[config.mk]
export PLATFORM = sky130hd
export DESIGN_NAME = spi_responder_flat
export DESIGN_NICKNAME = d
export VERILOG_FILES = /design/src/rtl/spi_responder_if.sv /design/src/rtl/spi_responder.sv /design/src/flat_wrapper.sv
export SDC_FILE = /design/constraint.sdc
export NUM_CORES = 1
export LEC_CHECK = 0
export CAP_MARGIN = 20
export CORE_MARGIN = 3
export CORE_UTILIZATION = 53
export CTS_CLUSTER_SIZE = 30
export DETAILED_ROUTE_END_ITERATION = 12
export PLACE_DENSITY = 0.89
export RECOVER_POWER = 100
export SLEW_MARGIN = 20
export SYNTH_ARGS = -nofsm -noshare
export SYNTH_HDL_FRONTEND = slang
export SYNTH_SLANG_ARGS = --single-unit
[constraint.sdc]
create_clock -name i_clock -period 4.9 [get_ports i_clock]
set_input_delay 0.49 -clock i_clock [delete_from_list [all_inputs] [get_ports i_clock]]
set_output_delay 0.49 -clock i_clock [all_outputs]
set_load 0.01 [all_outputs]
[src/rtl/spi_responder_if.sv]
// Link and core-side handshake signals of the serial peripheral responder.
// The slave modport is the responder's view; the master modport is the view of
// whatever drives the link and plays the compute core.
interface spi_responder_if #(
    parameter int NssWidth      = 3,
    parameter int RequestWidth  = 68,
    parameter int ResponseWidth = 32
);
    logic [NssWidth-1:0]      i_nss;
    logic                     i_mosi;
    logic                     o_miso;
    logic                     o_req_valid;
    logic [RequestWidth-1:0]  o_req_data;
    logic                     i_req_ready;
    logic                     i_rsp_valid;
    logic [ResponseWidth-1:0] i_rsp_data;
    logic                     o_rsp_ready;
    logic                     o_busy;

    modport slave (
        input  i_nss,
        input  i_mosi,
        input  i_req_ready,
        input  i_rsp_valid,
        input  i_rsp_data,
        output o_miso,
        output o_req_valid,
        output o_req_data,
        output o_rsp_ready,
        output o_busy
    );

    modport master (
        output i_nss,
        output i_mosi,
        output i_req_ready,
        output i_rsp_valid,
        output i_rsp_data,
        input  o_miso,
        input  o_req_valid,
        input  o_req_data,
        input  o_rsp_ready,
        input  o_busy
    );
endinterface

[src/rtl/spi_responder.sv]
// Slave-side endpoint of the serial peripheral link. A start bit opens a frame,
// the request is shifted in LSB first, handed to a compute core via valid/ready,
// and the core's result goes back out as a start bit followed by the result LSB
// first. Dropping this slave's select line at any point returns to IDLE.
module spi_responder #(
    parameter int NssPosition   = 0,
    parameter int NssWidth      = 3,
    parameter int RequestWidth  = 68,
    parameter int ResponseWidth = 32
) (
    input  logic           i_clock,
    input  logic           i_reset,
    spi_responder_if.slave bus
);

    localparam int MaxWidth = (RequestWidth > ResponseWidth) ? RequestWidth : ResponseWidth;
    localparam int CntWidth = (MaxWidth > 1) ? $clog2(MaxWidth) : 1;
    localparam int NssIndex = (NssPosition < NssWidth) ? NssPosition : 0;

    localparam logic [CntWidth-1:0] RxLast = CntWidth'(RequestWidth - 1);
    localparam logic [CntWidth-1:0] TxLast = CntWidth'(ResponseWidth - 1);

    typedef enum logic [2:0] {
        IDLE,
        RX,
        REQ,
        WAIT,
        START,
        TX
    } state_e;

    state_e                   state_q, state_d;
    logic [CntWidth-1:0]      cnt_q, cnt_d;
    logic [RequestWidth-1:0]  req_data_q, req_data_d;
    logic [ResponseWidth-1:0] shift_q, shift_d;
    logic                     sel;

    assign sel = ~bus.i_nss[NssIndex];

    // Next-state, counter and datapath updates; an abort always wins over progress.
    always_comb begin
        state_d    = state_q;
        cnt_d      = cnt_q;
        req_data_d = req_data_q;
        shift_d    = shift_q;

        case (state_q)
            IDLE: begin
                if (sel && bus.i_mosi) begin
                    state_d = RX;
                    cnt_d   = '0;
                end
            end

            RX: begin
                if (!sel) begin
                    state_d = IDLE;
                    cnt_d   = '0;
                end else begin
                    // Shifting in from the top leaves the first wire bit in bit 0.
                    req_data_d = {bus.i_mosi, req_data_q[RequestWidth-1:1]};
                    if (cnt_q == RxLast) begin
                        state_d = REQ;
                        cnt_d   = '0;
                    end else begin
                        cnt_d = cnt_q + 1'b1;
                    end
                end
            end

            REQ: begin
                if (!sel) begin
                    state_d = IDLE;
                end else if (bus.i_req_ready) begin
                    state_d = WAIT;
                end
            end

            WAIT: begin
                if (!sel) begin
                    state_d = IDLE;
                end else if (bus.i_rsp_valid) begin
                    shift_d = bus.i_rsp_data;
                    state_d = START;
                end
            end

            START: begin
                if (!sel) begin
                    state_d = IDLE;
                end else begin
                    state_d = TX;
                    cnt_d   = '0;
                end
            end

            TX: begin
                if (!sel) begin
                    state_d = IDLE;
                    cnt_d   = '0;
                end else begin
                    shift_d = shift_q >> 1;
                    if (cnt_q == TxLast) begin
                        state_d = IDLE;
                        cnt_d   = '0;
                    end else begin
                        cnt_d = cnt_q + 1'b1;
                    end
                end
            end

            default: begin
                state_d = IDLE;
                cnt_d   = '0;
            end
        endcase
    end

    // State and datapath registers with synchronous reset.
    always_ff @(posedge i_clock) begin
        if (i_reset) begin
            state_q    <= IDLE;
            cnt_q      <= '0;
            req_data_q <= '0;
            shift_q    <= '0;
        end else begin
            state_q    <= state_d;
            cnt_q      <= cnt_d;
            req_data_q <= req_data_d;
            shift_q    <= shift_d;
        end
    end

    // Outputs decoded purely from registered state, so miso never glitches with inputs.
    always_comb begin
        bus.o_miso      = 1'b0;
        bus.o_req_valid = (state_q == REQ);
        bus.o_rsp_ready = (state_q == WAIT);
        bus.o_busy      = (state_q != IDLE);
        bus.o_req_data  = req_data_q;
        if (state_q == START) begin
            bus.o_miso = 1'b1;
        end else if (state_q == TX) begin
            bus.o_miso = shift_q[0];
        end
    end

endmodule
[src/flat_wrapper.sv]
// flat-port wrapper written by rule: the top's interface ports become plain ports
module spi_responder_flat 
#(
    parameter int NssPosition   = 0,
    parameter int NssWidth      = 3,
    parameter int RequestWidth  = 68,
    parameter int ResponseWidth = 32
)
  (i_clock, i_reset, bus_i_nss, bus_i_mosi, bus_i_req_ready, bus_i_rsp_valid, bus_i_rsp_data, bus_o_miso, bus_o_req_valid, bus_o_req_data, bus_o_rsp_ready, bus_o_busy);
  spi_responder_if #(.NssWidth(NssWidth), .RequestWidth(RequestWidth), .ResponseWidth(ResponseWidth)) bus_i ();
  input  logic i_clock;
  input  logic i_reset;
  input wire logic [$bits(bus_i.i_nss)-1:0] bus_i_nss;
  input wire logic [$bits(bus_i.i_mosi)-1:0] bus_i_mosi;
  input wire logic [$bits(bus_i.i_req_ready)-1:0] bus_i_req_ready;
  input wire logic [$bits(bus_i.i_rsp_valid)-1:0] bus_i_rsp_valid;
  input wire logic [$bits(bus_i.i_rsp_data)-1:0] bus_i_rsp_data;
  output wire logic [$bits(bus_i.o_miso)-1:0] bus_o_miso;
  output wire logic [$bits(bus_i.o_req_valid)-1:0] bus_o_req_valid;
  output wire logic [$bits(bus_i.o_req_data)-1:0] bus_o_req_data;
  output wire logic [$bits(bus_i.o_rsp_ready)-1:0] bus_o_rsp_ready;
  output wire logic [$bits(bus_i.o_busy)-1:0] bus_o_busy;
  assign bus_i.i_nss = bus_i_nss;
  assign bus_i.i_mosi = bus_i_mosi;
  assign bus_i.i_req_ready = bus_i_req_ready;
  assign bus_i.i_rsp_valid = bus_i_rsp_valid;
  assign bus_i.i_rsp_data = bus_i_rsp_data;
  assign bus_o_miso = bus_i.o_miso;
  assign bus_o_req_valid = bus_i.o_req_valid;
  assign bus_o_req_data = bus_i.o_req_data;
  assign bus_o_rsp_ready = bus_i.o_rsp_ready;
  assign bus_o_busy = bus_i.o_busy;
  spi_responder #(.NssPosition(NssPosition), .NssWidth(NssWidth), .RequestWidth(RequestWidth), .ResponseWidth(ResponseWidth)) u_core (.i_clock(i_clock), .i_reset(i_reset), .bus(bus_i));
endmodule
## Word level (Yosys, flattened, before mapping)

Cells that the tools add are included.

| cells by class | value |
|---|---|
| mux-type cells | 24 |
| bitwise gates (word level) | 2 |
| reduce and logical (&&, ||, !) cells | 9 |
| $add $sub $neg | 1 |
| equality and inequality tests | 16 |

Operator list:

| cell | count |
|---|---|
| $mux 32 | 3 |
| $pmux 32 s2 | 1 |
| $mux 7 | 6 |
| $pmux 7 s5 | 1 |
| $mux 3 | 10 |
| $pmux 3 s6 | 1 |
| $ne 2x2->1 const B | 4 |
| $add 7x1->7 const B | 1 |
| $eq 7x5->1 const B | 1 |
| $eq 7x7->1 const B | 1 |
| $eq 3x2->1 const B | 2 |
| $eq 3x3->1 const B | 2 |
| $ne 3x2->1 const B | 2 |
| $ne 3x3->1 const B | 2 |
| $reduce_and 5->1 | 1 |
| $reduce_and 4->1 | 1 |
| $eq 3x1->1 const B | 1 |
| $logic_not 3->1 | 1 |
| $reduce_and 3->1 | 1 |
| $reduce_bool 3->1 | 1 |
| $mux 1 | 2 |
| $ne 2x1->1 const B | 1 |
| $not 1->1 | 2 |
| $reduce_and 2->1 | 1 |
| 3 further kinds | 3 |

| word-level totals | value |
|---|---|
| input port bits | 40 |
| bits in registers | 110 |

## Longest topological paths before layout

| logic depth | value |
|---|---|
| word-level depth | 4 |
| depth in mapped cells | 6 |
| depth with buffers taken out | 5 |

## Worst setup path before layout

Ideal clock, no wire load.

| timing | value |
|---|---|
| path kind | input -> register |
| from | input i_reset |
| to | register u_core.cnt_q[4] |
| arrival time | 1.683 ns |
| slack | 3.160 ns |
| cell stages on the path | 5 |
| required time | 4.843 ns |
| path buffers | 1 |
| cells stage by stage | buf_2 > or4b_1 > a41oi_1 > nor4b_1 > or3_1 |

RTL lines:

| what | line | text |
|---|---|---|
| from (decl) | flat_wrapper.sv:12 | `input logic i_reset;` |
| to (signal assigned) | spi_responder.sv:128 | `cnt_q <= cnt_d;` |
| to (decl) | spi_responder.sv:33 | `logic [CntWidth-1:0] cnt_q, cnt_d;` |

## Worst setup path in the final report

| timing | value |
|---|---|
| from | input bus_i_nss[0] |
| to | register u_core.shift_q[24] |

| on the way | value |
|---|---|
| word-level cells in the longest chain between the ends | 2 |
| elaborated cells on any way between the ends | 3 |

RTL lines:

| what | line | text |
|---|---|---|
| from (decl) | flat_wrapper.sv:13 | `input wire logic [$bits(bus_i.i_nss)-1:0] bus_i_nss;` |
| $ne 2x2->1 (no line) | - |  |
| $reduce_and 4->1 (no line) * | - |  |
| to (signal assigned) | spi_responder.sv:130 | `shift_q <= shift_d;` |
| to (decl) | spi_responder.sv:35 | `logic [ResponseWidth-1:0] shift_q, shift_d;` |

Mark *: on every way between the ends. The rest lies on a longest branch, timed or not.
A chain may end at the register's enable or synchronous reset.

==> impl_metrics.py <==
metrics = {
    "status": {
        "outcome": "complete, but fails checks",
        "violations": "capacitance limit, slew limit",
    },
    "timing": {
        "fin_worst_skew_ns": 0.01037,
        "rsz0062_at_grt": "no",
        "worstMarginPinSlew_ns": 2.368,
        "hold_viol_final": 0,
        "slew_violations": 64,
        "fmax_mhz": 289.6,
        "timing.final.crit_share": 0.7047,
        "finalSetupViolCount": 0,
        "max-slew-margin-rel": -0.5789,
        "min_period_ns": 3.453,
        "holdWs_ns": 0.4699,
        "setup_tns_ns": 0,
    },
    "critical_path": {
        "cpMaxStageDelayCell": "clkbuf_1",
        "cp-startpoint": "bus_i_nss[0]",
        "endpoint_kind": "flop",
        "worstPathMaxFanout": 63,
        "cp-start-kind": "primary input",
        "r2r_start": "u_core.state_q[1]$_SDFFE_PP0P_",
        "critPathArrivalTime_ns": 3.71,
        "critical_path_class": "primary input to flop",
        "crit_path_cell_trace": "dlygate4sd3_1 > nand2b_1 > a21oi_4 > clkbuf_1 > nor2_1 > a211oi_1",
        "worst_path_largest_cell_delay_ns": 1.68,
        "required_ns": 5.15,
    },
    "layout": {
        "fin_nets": 656,
        "syn2layout_area_growth_pct": 28.36,
        "final_common_cell": "nand2_1",
        "n_antenna_cell": 0,
        "layout-drive-gt1-share": 0.04032,
        "final_cell_mix": "nand2_1, dfxtp_1, a21oi_1",
        "design_area_sq_um": 5714,
        "filler_cell_count": 614,
    },
    "synthesis": {
        "ys_warn_count": 0,
        "synth_seq_cells": 110,
        "avgSynthCellArea_sq_um": 8.368,
        "yosysSeqAreaShare": 0.4947,
        "postSynthCellCount": 532,
        "synth_cell_type_count": 42,
        "syn-num-nets": 573,
        "synth_area_sq_um": 4452,
    },
    "floorplan": {
        "die_h_um": 97.65,
        "core_area_sq_um": 7928,
        "io_pins": 112,
        "die_x_um": 97.65,
        "rows": 32,
        "start_util": 0.5616,
        "die-area_sq_um": 9536,
    },
    "cts": {
        "postCtsHoldBufs": 0,
        "numCtsBuffers": 9,
        "cts_setup_buffers": 0,
        "cts.sinks": 110,
        "clkTransAtPathRegs_ns": 0.10,
        "htree_levels": 3,
        "root_buffer": "clkbuf_8",
        "clock_path_buffers": 2,
        "clock_latency_ns": 0.36,
        "cts_tree": "yes",
        "cts_resized": 0,
    },
    "global_route": {
        "grt_pass1_vias": 3486,
        "grt_pass1_wl_mm": 16.28,
        "grt_max_degree": 110,
        "overflow": 0,
        "antenna_found_initial": 0,
        "track_usage": 0.2009,
    },
    "job": {
        "max_cap_viol_count": 1,
    },
    "place": {
        "gp_congestion": 0.8026,
        "placed_area_sq_um": 5538,
        "portBuffers": 109,
        "dp.final_hpwl_mm": 6.774,
    },
    "power": {
        "power.density_nw_per_um2": 273.8,
        "irDropWorstVdd_mv": 0.1969,
        "leakage_nw": 2.282,
    },
    "drt": {
        "via_per_inst": 5.402,
        "drtPass1Iterations": 5,
        "dr.first_iter.drc_count": 221,
        "ant_nets": 0,
        "wl_mm": 9.833,
        "vias": 3900,
        "wire_per_inst_um": 13.62,
        "drc": 0,
    },
    "min_path": {
        "hp-class": "flop to flop",
        "hp-start": "u_core.bus.o_req_data[35]$_SDFFE_PP0N_",
    },
}
## path summary, 6_finish.rpt
check	slack [ns]	end	cells after the start
max	1.45	u_core.shift_q[24]$_SDFFE_PP0P_	6
min	0.47	u_core.bus.o_req_data[34]$_SDFFE_PP0N_	2
max reg2reg	1.71	u_core.shift_q[24]$_SDFFE_PP0P_	5
min reg2reg	0.47	u_core.bus.o_req_data[34]$_SDFFE_PP0N_	2
## synth_stat cells
cell | n | area share
a211oi_2 | 1 | 0.0028
a41oi_1 | 2 | 0.0039
nor4_4 | 1 | 0.0048
o21ai_0 | 6 | 0.0067
a31oi_1 | 2 | 0.0028
ha_1 | 1 | 0.0028
a21oi_1 | 77 | 0.087
buf_4 | 2 | 0.0034
nand2_1 | 140 | 0.12
nand3_1 | 3 | 0.0034
dfxtp_1 | 110 | 0.49
nand3b_1 | 2 | 0.0034
nor4b_2 | 1 | 0.0034
nor2_1 | 40 | 0.034
or4b_1 | 2 | 0.0045
mux2i_1 | 31 | 0.070
nor3b_1 | 2 | 0.0034
or2_1 | 1 | 0.0014
nor4b_1 | 1 | 0.0020
or3_1 | 2 | 0.0028
a32o_1 | 1 | 0.0022
and3_1 | 1 | 0.0014
a311oi_2 | 1 | 0.0034
a31oi_4 | 1 | 0.0048
o31a_1 | 2 | 0.0039
o22ai_1 | 3 | 0.0042
a21oi_2 | 1 | 0.0020
buf_2 | 12 | 0.013
o21a_1 | 2 | 0.0034
nand4_1 | 1 | 0.0014
o211a_1 | 1 | 0.0022
and2_1 | 4 | 0.0056
buf_1 | 2 | 0.0017
clkbuf_1 | 25 | 0.021
nor3_1 | 3 | 0.0034
or3b_1 | 1 | 0.0020
nand2b_1 | 5 | 0.0070
inv_1 | 3 | 0.0025
a211oi_1 | 31 | 0.052
o32ai_1 | 1 | 0.0020
nor2b_1 | 3 | 0.0042
o211ai_1 | 1 | 0.0017
## per-stage QoR
step | total power (W) | setup slack, ns | utilization | std cells
detailed placement | 0.001070 | 1.603 | 0.6985 | 706
floorplan | 0.001016 | 3.160 | - | 532
CTS | 0.001585 | 1.989 | 0.7232 | 722
finish | 0.001564 | 1.447 | 0.7208 | 722
global placement | 0.001065 | 1.646 | 0.6985 | 706
global route | 0.001633 | 1.067 | 0.7208 | 722
## area by class of cell
type	count	area, sq um	share of cell area
tap	102	127.6	0.02233
timing repair buffer	113	1115	0.1951
clock inverter	6	57.56	0.01007
multi-input combinational	378	2063	0.3611
clock buffer	10	137.6	0.02409
inverter	3	11.26	0.001971
sequential	110	2202	0.3854
## critical path, delay by kind of cell
kind | cells | cell delay, ns
buffers and inverters | 2 | 2.40
AOI/OAI and AO/OA | 2 | 0.45
and+or+nand+nor | 2 | 0.33
## state kept, by name, indices dropped and copies added (netlist names)
signal                 count
u_core.bus.o_req_data     68
u_core.shift_q            32
u_core.cnt_q               7
u_core.state_q             3
## routing by layer
layer  global-route usage  vias up  share of wire
met5                    0        -              0
li1                     -     1981              -
met2               0.3226      106           0.47
met3              0.05815       13          0.067
met4              0.06177        0          0.014
met1               0.2614     1800           0.45
## cell families (layout without fill, tap and decap cells)
family          Yosys count  after routing  share of synthesized area
mux                      31             31                    0.06970
buf+inv                  44            132                    0.04216
simple gates            213            213                     0.2057
fa+ha+maj                 1              1                   0.002810
compound gates          133            133                     0.1849
flops                   110            110                     0.4947
## power breakdown
part,switching (W),internal (W)
Combinational,0.0000780,0.0000565
Clock,0.000310,0.000207
Sequential,0.0000124,0.000900
Total,0.000401,0.00116
Power figures use the tool's default switching activity.
